===== src/rtl/bcd_countdown_timer.sv =====
// Multi-digit BCD up/down timer with prescaled stepping, wrap/stop terminal
// handling and active-low 7-segment decode for every digit.
module bcd_countdown_timer #(
  parameter int DIGITS   = 2,
  parameter int TICK_DIV = 15_000_000
) (
  input  logic                  clk,
  input  logic                  reset,
  input  logic                  run_n,
  input  logic                  load,
  input  logic [4*DIGITS-1:0]   preset,
  input  logic                  up,
  input  logic                  wrap_en,
  output logic [4*DIGITS-1:0]   count,
  output logic [7*DIGITS-1:0]   seg,
  output logic                  done,
  output logic                  busy
);

  localparam int CW = 4 * DIGITS;
  localparam int PW = (TICK_DIV > 1) ? $clog2(TICK_DIV) : 1;
  localparam logic [PW-1:0] TICK_LAST = PW'(TICK_DIV - 1);
  localparam logic [CW-1:0] NINES     = {DIGITS{4'h9}};

  typedef enum logic [1:0] {
    IDLE,
    RUN,
    PAUSE,
    DONE
  } state_t;

  state_t        state;
  logic [PW-1:0] prescaler;

  logic [CW-1:0] terminal;
  logic          at_term;
  logic [CW-1:0] stepped;
  logic [CW-1:0] preset_clamped;

  // Ripple-carry BCD increment; all nines rolls over to all zeros.
  function automatic logic [CW-1:0] bcd_inc(input logic [CW-1:0] value);
    logic [CW-1:0] result;
    logic          carry;
    result = value;
    carry  = 1'b1;
    for (int i = 0; i < DIGITS; i++) begin
      if (carry) begin
        if (value[4*i +: 4] >= 4'd9) begin
          result[4*i +: 4] = 4'd0;
        end else begin
          result[4*i +: 4] = value[4*i +: 4] + 4'd1;
          carry            = 1'b0;
        end
      end
    end
    return result;
  endfunction

  // Ripple-borrow BCD decrement; all zeros rolls under to all nines.
  function automatic logic [CW-1:0] bcd_dec(input logic [CW-1:0] value);
    logic [CW-1:0] result;
    logic          borrow;
    result = value;
    borrow = 1'b1;
    for (int i = 0; i < DIGITS; i++) begin
      if (borrow) begin
        if (value[4*i +: 4] == 4'd0) begin
          result[4*i +: 4] = 4'd9;
        end else begin
          result[4*i +: 4] = value[4*i +: 4] - 4'd1;
          borrow           = 1'b0;
        end
      end
    end
    return result;
  endfunction

  // Non-decimal preset digits saturate to 9 so count always stays valid BCD.
  function automatic logic [CW-1:0] clamp_bcd(input logic [CW-1:0] value);
    logic [CW-1:0] result;
    result = value;
    for (int i = 0; i < DIGITS; i++) begin
      if (value[4*i +: 4] > 4'd9) begin
        result[4*i +: 4] = 4'd9;
      end
    end
    return result;
  endfunction

  // Active-low {g,f,e,d,c,b,a}; unreachable codes blank the digit.
  function automatic logic [6:0] seg_code(input logic [3:0] digit);
    logic [6:0] code;
    case (digit)
      4'd0:    code = 7'b1000000;
      4'd1:    code = 7'b1111001;
      4'd2:    code = 7'b0100100;
      4'd3:    code = 7'b0110000;
      4'd4:    code = 7'b0011001;
      4'd5:    code = 7'b0010010;
      4'd6:    code = 7'b0000010;
      4'd7:    code = 7'b1111000;
      4'd8:    code = 7'b0000000;
      4'd9:    code = 7'b0010000;
      default: code = 7'b1111111;
    endcase
    return code;
  endfunction

  assign terminal       = up ? NINES : '0;
  assign at_term        = (count == terminal);
  assign stepped        = up ? bcd_inc(count) : bcd_dec(count);
  assign preset_clamped = clamp_bcd(preset);

  // NOTE: every output written in always_comb gets a default first so no latch is inferred.
  always_comb begin
    seg = '1;
    for (int i = 0; i < DIGITS; i++) begin
      seg[7*i +: 7] = seg_code(count[4*i +: 4]);
    end
  end

  // NOTE: sequential state uses non-blocking assignments only, so every branch
  // below reads the pre-edge values of count, prescaler and state.
  always_ff @(posedge clk or negedge reset) begin
    if (!reset) begin
      state     <= IDLE;
      prescaler <= '0;
      count     <= '0;
      done      <= 1'b0;
      busy      <= 1'b0;
    end else begin
      done <= 1'b0;
      if (load) begin
        count     <= preset_clamped;
        prescaler <= '0;
        state     <= IDLE;
        busy      <= 1'b0;
      end else begin
        case (state)
          IDLE: begin
            prescaler <= '0;
            if (!run_n) begin
              state <= RUN;
              busy  <= 1'b1;
            end
          end

          RUN: begin
            if (run_n) begin
              state <= PAUSE;
              busy  <= 1'b0;
            end else if (!wrap_en && at_term) begin
              // Started (or left) at the stop value: finish silently.
              state     <= DONE;
              busy      <= 1'b0;
              prescaler <= '0;
            end else if (prescaler == TICK_LAST) begin
              prescaler <= '0;
              count     <= stepped;
              if (at_term) begin
                done <= 1'b1;
              end else if (!wrap_en && (stepped == terminal)) begin
                done  <= 1'b1;
                state <= DONE;
                busy  <= 1'b0;
              end
            end else begin
              prescaler <= prescaler + 1'b1;
            end
          end

          PAUSE: begin
            if (!run_n) begin
              state <= RUN;
              busy  <= 1'b1;
            end
          end

          DONE: begin
            prescaler <= '0;
          end

          default: begin
            state     <= IDLE;
            prescaler <= '0;
            busy      <= 1'b0;
          end
        endcase
      end
    end
  end

endmodule


===== config.mk =====
export PLATFORM = sky130hd
export DESIGN_NAME = bcd_countdown_timer
export DESIGN_NICKNAME = d
export VERILOG_FILES = /design/src/rtl/bcd_countdown_timer.sv
export SDC_FILE = /design/constraint.sdc
export NUM_CORES = 1
export LEC_CHECK = 0
export ABC_AREA = 1
export BUFFER_PORTS_ARGS = -buffer_cell sky130_fd_sc_hd__buf_2
export CAP_MARGIN = 20
export CORE_MARGIN = 4
export CORE_UTILIZATION = 60
export DETAILED_ROUTE_END_ITERATION = 6
export GPL_TIMING_DRIVEN = 0
export PLACE_DENSITY = 0.82
export SYNTH_ARGS = -nofsm -noshare
export SYNTH_HDL_FRONTEND = slang
export SYNTH_SLANG_ARGS = --single-unit

===== constraint.sdc =====
create_clock -name clk -period 2.8 [get_ports clk]
set_input_delay 0.28 -clock clk [delete_from_list [all_inputs] [get_ports clk]]
set_output_delay 0.28 -clock clk [all_outputs]
set_load 0.03 [all_outputs]

==> results of run 1 <==
## state kept, by name, indices dropped and copies added (netlist names)
signal / count
prescaler: 24
count: 8
done: 1
state: 2
busy: 1
## placed cells by master, fill, tap and decap left out, types with 11 or more instances in the layout
master	Yosys	layout
a21oi_1	24	24
buf_2	2	38
dfrtp_1	36	36
ha_1	16	16
inv_1	64	64
nand2_1	102	102
nand3_1	42	42
nor2_1	51	51
nor3_1	16	16
o21ai_0	23	23
xor2_1	11	11
## routing by layer
layer  vias to the layer above  part of all wire
met5                         -                 0
met4                         0             0.016
met3                        13             0.065
met2                       120              0.49
met1                      1517              0.43
li1                       1626                 -
## metrics by stage
step,power (mW),area [µm²]
after global routing,2.19,3510
after global placement,1.57,3400
after CTS,2.05,3510
final,2.04,3510
after floorplan,1.34,3130
after detailed placement,1.59,3400
## area by class of cell
type                       instances  area share
timing repair buffer              36      0.0513
sequential                        36       0.257
multi-input combinational        350       0.536
tap                               70      0.0249
clock inverter                     3      0.0121
buffer                            11      0.0232
clock buffer                       5      0.0196
inverter                          71      0.0766
## worst min path at each step
stage / endpoint / slack (ns) / cells after the start
finish: count[7] / 0.07 / 1
global route: count[6] / 0.13 / 1
CTS: prescaler[18] / 0.09 / 1
detailed placement: prescaler[18] / 0.41 / 1
global placement: count[7] / 0.40 / 1
floorplan: busy / -0.02 / 0
## power by group
group	switching, mW	total, mW	internal [mW]	leakage [nW]
logic	0.697	0.985	0.288	1.18
clock network	0.192	0.456	0.263	0.0541
registers	0.0408	0.598	0.557	0.487
## cells by family after synthesis
kind of cell	after synthesis	synth area share
xor+xnor	12	0.0335
flops	36	0.288
fa+ha+maj	16	0.0639
compound gates	77	0.147
simple gates	245	0.356
buf+inv	82	0.112
==> impl_metrics.csv, run 1 <==
group,metric,value,unit
run_status,status,"finished clean",
detailed_routing,drtIter0Drc,229,
worst_setup_path,crit_chain,"inv_2, ha_1, ha_1, nor2_1, nand3_1, nand2_1, nor2_1, nand2_1, inv_1, nand4_1, nand2_2, nand2_2, nand2_1, nand2_1",
detailed_routing,remaining_drc_errors,0,
detailed_routing,wl,7950,µm
worst_setup_path,crit_end,"state[1]",
sta,grt_setup_unrepaired,"false",
sta,max_freq,0.436,GHz
floorplan,die_w,80.3,µm
global_routing,grt.met3_usage,0.0392,
worst_setup_path,crit_start,"count[4]",
detailed_routing,wire_per_inst,13.7,µm
floorplan,dieArea,0.00644,mm²
clocking,cts_setup_buffers,0,
synthesis,synth_most_common_cell,"nand2_1",
synthesis,postSynthCellCount,468,
synthesis,synth_area_leaders,"dfrtp_1 29%, nand2_1 12%, inv_1 7.7%",
clocking,cts.clk_slew.worst_paths,0.08,ns
cells_and_area,final_core_util,0.692,
worst_setup_path,r2r_cells,14,
worst_setup_path,required,2.98,ns
sta,fin_crit_sh,0.819,
global_routing,track_usage,0.270,
clocking,ctsResizeCount,0,
place,pre_cts_slack,0.522,ns
place,placed_cells,574,
floorplan,die_h,80.3,µm
detailed_routing,ant_nets,0,
floorplan,rows,26,
detailed_routing,vias,3276,
worst_setup_path,max_stage_delay,0.55,ns
global_routing,grt_use_met2,0.457,
cells_and_area,drive_above_1_share,0.168,
synthesis,netlist_area,0.00313,mm²
global_routing,grt-ovfl-total,0,
worst_setup_path,path_buf_inv,2,
sta,setup_viol,0,
synthesis,ys.flop_type,"dfrtp_1",
synthesis,ys_ff_latch,36,
worst_setup_path,startpoint_type,"flip-flop",
clocking,insertion_delay,0.29,ns
worst_setup_path,slowest_stage,"dfrtp_1",
clocking,cts_root_buffer,"clkbuf_8",
floorplan,core,0.00507,mm²
worst_setup_path,cp.arrival,2.47,ns
cells_and_area,area_growth,12.1,%
sta,fin_setup_tns,0,ns
synthesis,yosysSeqAreaShare,0.288,
sta,hold_viol,0,
synthesis,synthArstFlopShare,1.00,
pwr,peakVddDrop,0.000418,V
detailed_routing,dr.pass1.iters,5,
global_routing,grt_pass1_vias,2973,
synthesis,synth_top_area_frac,0.288,
global_routing,grt_max_degree,37,
global_routing,antenna_found_initial,0,
pwr,leakage,1.72,nW
min_path,min_path_type,"primary input to async pin",
sta,slew_headroom,0.467,
synthesis,synth_top_cell_by_area,"dfrtp_1",
synthesis,ys_top_cells_by_count,"102 x nand2_1, 64 x inv_1, 51 x nor2_1, 42 x nand3_1, 36 x dfrtp_1",
clocking,cts_tree,"built",
place,gp_congestion,0.985,
floorplan,initial_core_util,0.617,
cells_and_area,multiInputGateArea,0.00188,mm²
sta,fin_worst_skew,0.00995,ns
sta,tightest_slew,0.799,ns
detailed_routing,viasPerCell,5.63,
synthesis,synth_edf_count,0,
clocking,clk_path_buf_depth,2,
floorplan,io_pins,38,
clocking,cts_hold_buf,0,
clocking,cts_buffers,5,
cells_and_area,final-seq-area,901,µm²
place,dp.final_hpwl,6070,µm
worst_setup_path,rrSetupSlack,0.51,ns
run,cap_viol_max_count,0,
clocking,numClockSinks,36,
cells_and_area,diodes,0,
global_routing,met1_usage,0.356,
sta,layout_min_cycle_time,2.29,ns
worst_setup_path,critPathCaptureType,"flip-flop",
worst_setup_path,r2r_end,"state[1]",
worst_setup_path,cp_common_cell,"nand2_1",
worst_setup_path,cp_max_fo,9,
synthesis,synthesis.nets,498,
synthesis,yosysWarnings,0,
sta,maxSlewViolCount,0,
cells_and_area,layout.cells.non_filler,582,
clocking,cts_htree_levels,2,
global_routing,busiest_layer,"met2",
worst_setup_path,cp.depth,14,
global_routing,grt_first_pass_wirelength,13800,µm
pwr,power_density,581,mW/mm²
cells_and_area,nFillCells,458,
worst_setup_path,rr_startpoint,"count[4]",
sta,setup_slack,0.506,ns
worst_setup_path,criticalPathCategory,"flip-flop to flip-flop",
synthesis,syn_avg_cell_area,6.69,µm²
cells_and_area,fin_nets,541,
synthesis,synth.distinct_cells,36,
place,numPortBuffers,36,
worst_setup_path,critPathTopFamily,"simple AND/OR/NAND/NOR gates",
sta,holdWs,0.0690,ns
(Power assumes the default switching activity.)
==> run 2, diff against run 1 <==
Settings changed: CORE_UTILIZATION 60 to 59, PLACE_DENSITY 0.82 to 0.81.
Clock period 2.8 ns to 2.3 ns, I/O delays scaled along.
==> run 2 against run 1 <==
- final cell count increased by 0.34%
- largest cell class unchanged
- critical path depth unchanged
- via count decreased by 0.34%
- highest routed layer unchanged
- die area increased by 1.5%
- critical path type unchanged
- sequential share of layout area increased by 0.060 points
==> impl_metrics.csv, run 2 (synthesis gave the netlist of run 1 again) <==
group,metric,value,unit
clocking,cts_htree_levels,2,
floorplan,initial_core_util,0.610,
cells_and_area,largest_register_ffs,24,
worst_setup_path,cp_max_fo,10,
worst_setup_path,r2r_end,"state[1]",
run_status,status,"finished clean",
detailed_routing,remaining_drc_errors,0,
cells_and_area,nFillCells,493,
pwr,leakage,1.72,nW
cells_and_area,mostFrequentLayoutCells,"102 x nand2_1, 63 x inv_1, 50 x nor2_1, 42 x nand3_1, 38 x buf_2",
pwr,power.switching,1.16,mW
floorplan,die_h,80.9,µm
pwr,peakVddDrop,0.000563,V
sta,max_freq,0.463,GHz
worst_setup_path,required,2.49,ns
cells_and_area,final_common_cell,"nand2_1",
detailed_routing,wl,7760,µm
cells_and_area,fin_nets,543,
clocking,cts_hold_buf,0,
detailed_routing,viasPerCell,5.59,
pwr,p_comb_frac,0.512,
sta,maxSlewViolCount,0,
detailed_routing,dr.pass1.iters,5,
worst_setup_path,cp.arrival,2.35,ns
worst_setup_path,rr_startpoint,"count[0]",
detailed_routing,ant_nets,0,
min_path,min_path_type,"primary input to async pin",
pwr,swShare,0.480,
clocking,cts_buffers,5,
floorplan,dieArea,0.00654,mm²
place,numPortBuffers,36,
worst_setup_path,criticalPathCategory,"flip-flop to flip-flop",
floorplan,io_pins,38,
cells_and_area,area_growth,12.5,%
floorplan,die_w,80.9,µm
pwr,seqPwrFrac,0.303,
clocking,cts_root_buffer,"clkbuf_8",
global_routing,antenna_found_initial,0,
run,cap_viol_max_count,0,
floorplan,rows,26,
pwr,internal_power,1.26,mW
sta,layout_min_cycle_time,2.16,ns
worst_setup_path,crit_start,"count[0]",
sta,fin_setup_tns,0,ns
worst_setup_path,rrSetupSlack,0.14,ns
pwr,pwr-share-clk,0.185,
global_routing,grt_pass1_vias,2921,
worst_setup_path,startpoint_type,"flip-flop",
detailed_routing,wire_per_inst,13.3,µm
cells_and_area,drive_above_1_share,0.185,
global_routing,grt_max_degree,37,
pwr,total_power,2.41,mW
clocking,cts.clk_slew.worst_paths,0.07,ns
sta,grt_setup_unrepaired,"true",
cells_and_area,largest_register,"prescaler",
sta,fin_crit_sh,0.939,
global_routing,grt_first_pass_wirelength,13400,µm
global_routing,grt_use_met2,0.382,
sta,setup_viol,0,
sta,setup_slack,0.141,ns
sta,fin_worst_skew,0.00851,ns
clocking,cts_tree,"built",
sta,tightest_slew,0.781,ns
place,gp_congestion,0.925,
clocking,numClockSinks,36,
place,dp.final_hpwl,6100,µm
clocking,clk_path_buf_depth,2,
worst_setup_path,critPathCaptureType,"flip-flop",
sta,hold_viol,0,
sta,slew_headroom,0.479,
place,pre_cts_slack,0.0221,ns
detailed_routing,drtIter0Drc,253,
cells_and_area,diodes,0,
cells_and_area,final_core_util,0.685,
global_routing,grt.met3_usage,0.0355,
global_routing,met1_usage,0.397,
global_routing,grt-ovfl-total,0,
global_routing,busiest_layer,"met1",
floorplan,core,0.00514,mm²
global_routing,track_usage,0.257,
detailed_routing,vias,3265,
pwr,power_density,685,mW/mm²
worst_setup_path,r2r_cells,14,
clocking,insertion_delay,0.29,ns
cells_and_area,top_regs,"prescaler: 24 flops, count: 8 flops, state: 2 flops",
worst_setup_path,crit_end,"state[1]",
==> run 2: cell type report <==
| class | instances | area [µm²] | area share |
|---|---|---|---|
| clock inverter | 3 | 18.8 | 0.00533 |
| tap | 70 | 87.6 | 0.0249 |
| clock buffer | 5 | 68.8 | 0.0195 |
| sequential | 36 | 906 | 0.257 |
| inverter | 71 | 272 | 0.0771 |
| buffer | 11 | 81.3 | 0.0231 |
| multi-input combinational | 350 | 1890 | 0.538 |
| timing repair buffer | 38 | 195 | 0.0554 |
==> run 2: worst min-delay path by stage <==
stage / start / endpoint / depth (start not counted)
3_3_place_gp: reset / count[4] / 1
2_1_floorplan: reset / busy / 0
5_1_grt: reset / prescaler[5] / 1
6_report: reset / count[4] / 1
4_1_cts: reset / prescaler[5] / 1
3_5_place_dp: reset / count[4] / 1
==> run 2: power by group through the flow <==
stage          Clock, mW  Combinational (mW)  Sequential [mW]
2_1_floorplan          0               0.839            0.786
3_3_place_gp           0                1.17            0.739
3_5_place_dp           0                1.19            0.743
4_1_cts            0.458                1.20            0.730
5_1_grt            0.482                1.37            0.738
6_report           0.447                1.24            0.731
==> run 2: metrics by stage <==
step | cells | area, µm² | hold slack, ns
after global placement | 574 | 3400 | 0.347
after CTS | 582 | 3490 | 0.0510
after global routing | 584 | 3520 | 0.0877
final | 584 | 3520 | 0.00831
after floorplan | 468 | 3130 | -0.0656
after detailed placement | 574 | 3400 | 0.366
==> run 2: what timing repair did <==
action / CTS / global route
setup endpoints to repair: 0 / 9
endpoints found under the hold margin: 0 / 0
setup buffers: 0 / 2
gates resized for setup: 0 / 9
==> run 2: critical path, cell delays in order, from the launching register on <==
cell     delay [ns]
dfrtp_2        0.47
inv_4          0.10
ha_1           0.25
a21oi_1        0.36
nand3_1        0.12
nand2_1        0.10
nand2_1        0.06
nand2_1        0.05
nand2_1        0.05
inv_1          0.08
nand4_1        0.11
nand2_2        0.12
nand2_2        0.07
nand2_1        0.06
nand2_1        0.05
==> run 2: metal layers <==
metal	routed length [µm]	share of wire	vias up
li1	-	-	1627
met2	3280	0.42	133
met5	0	0	-
met4	81	0.010	0
met3	570	0.073	10
met1	3830	0.49	1495
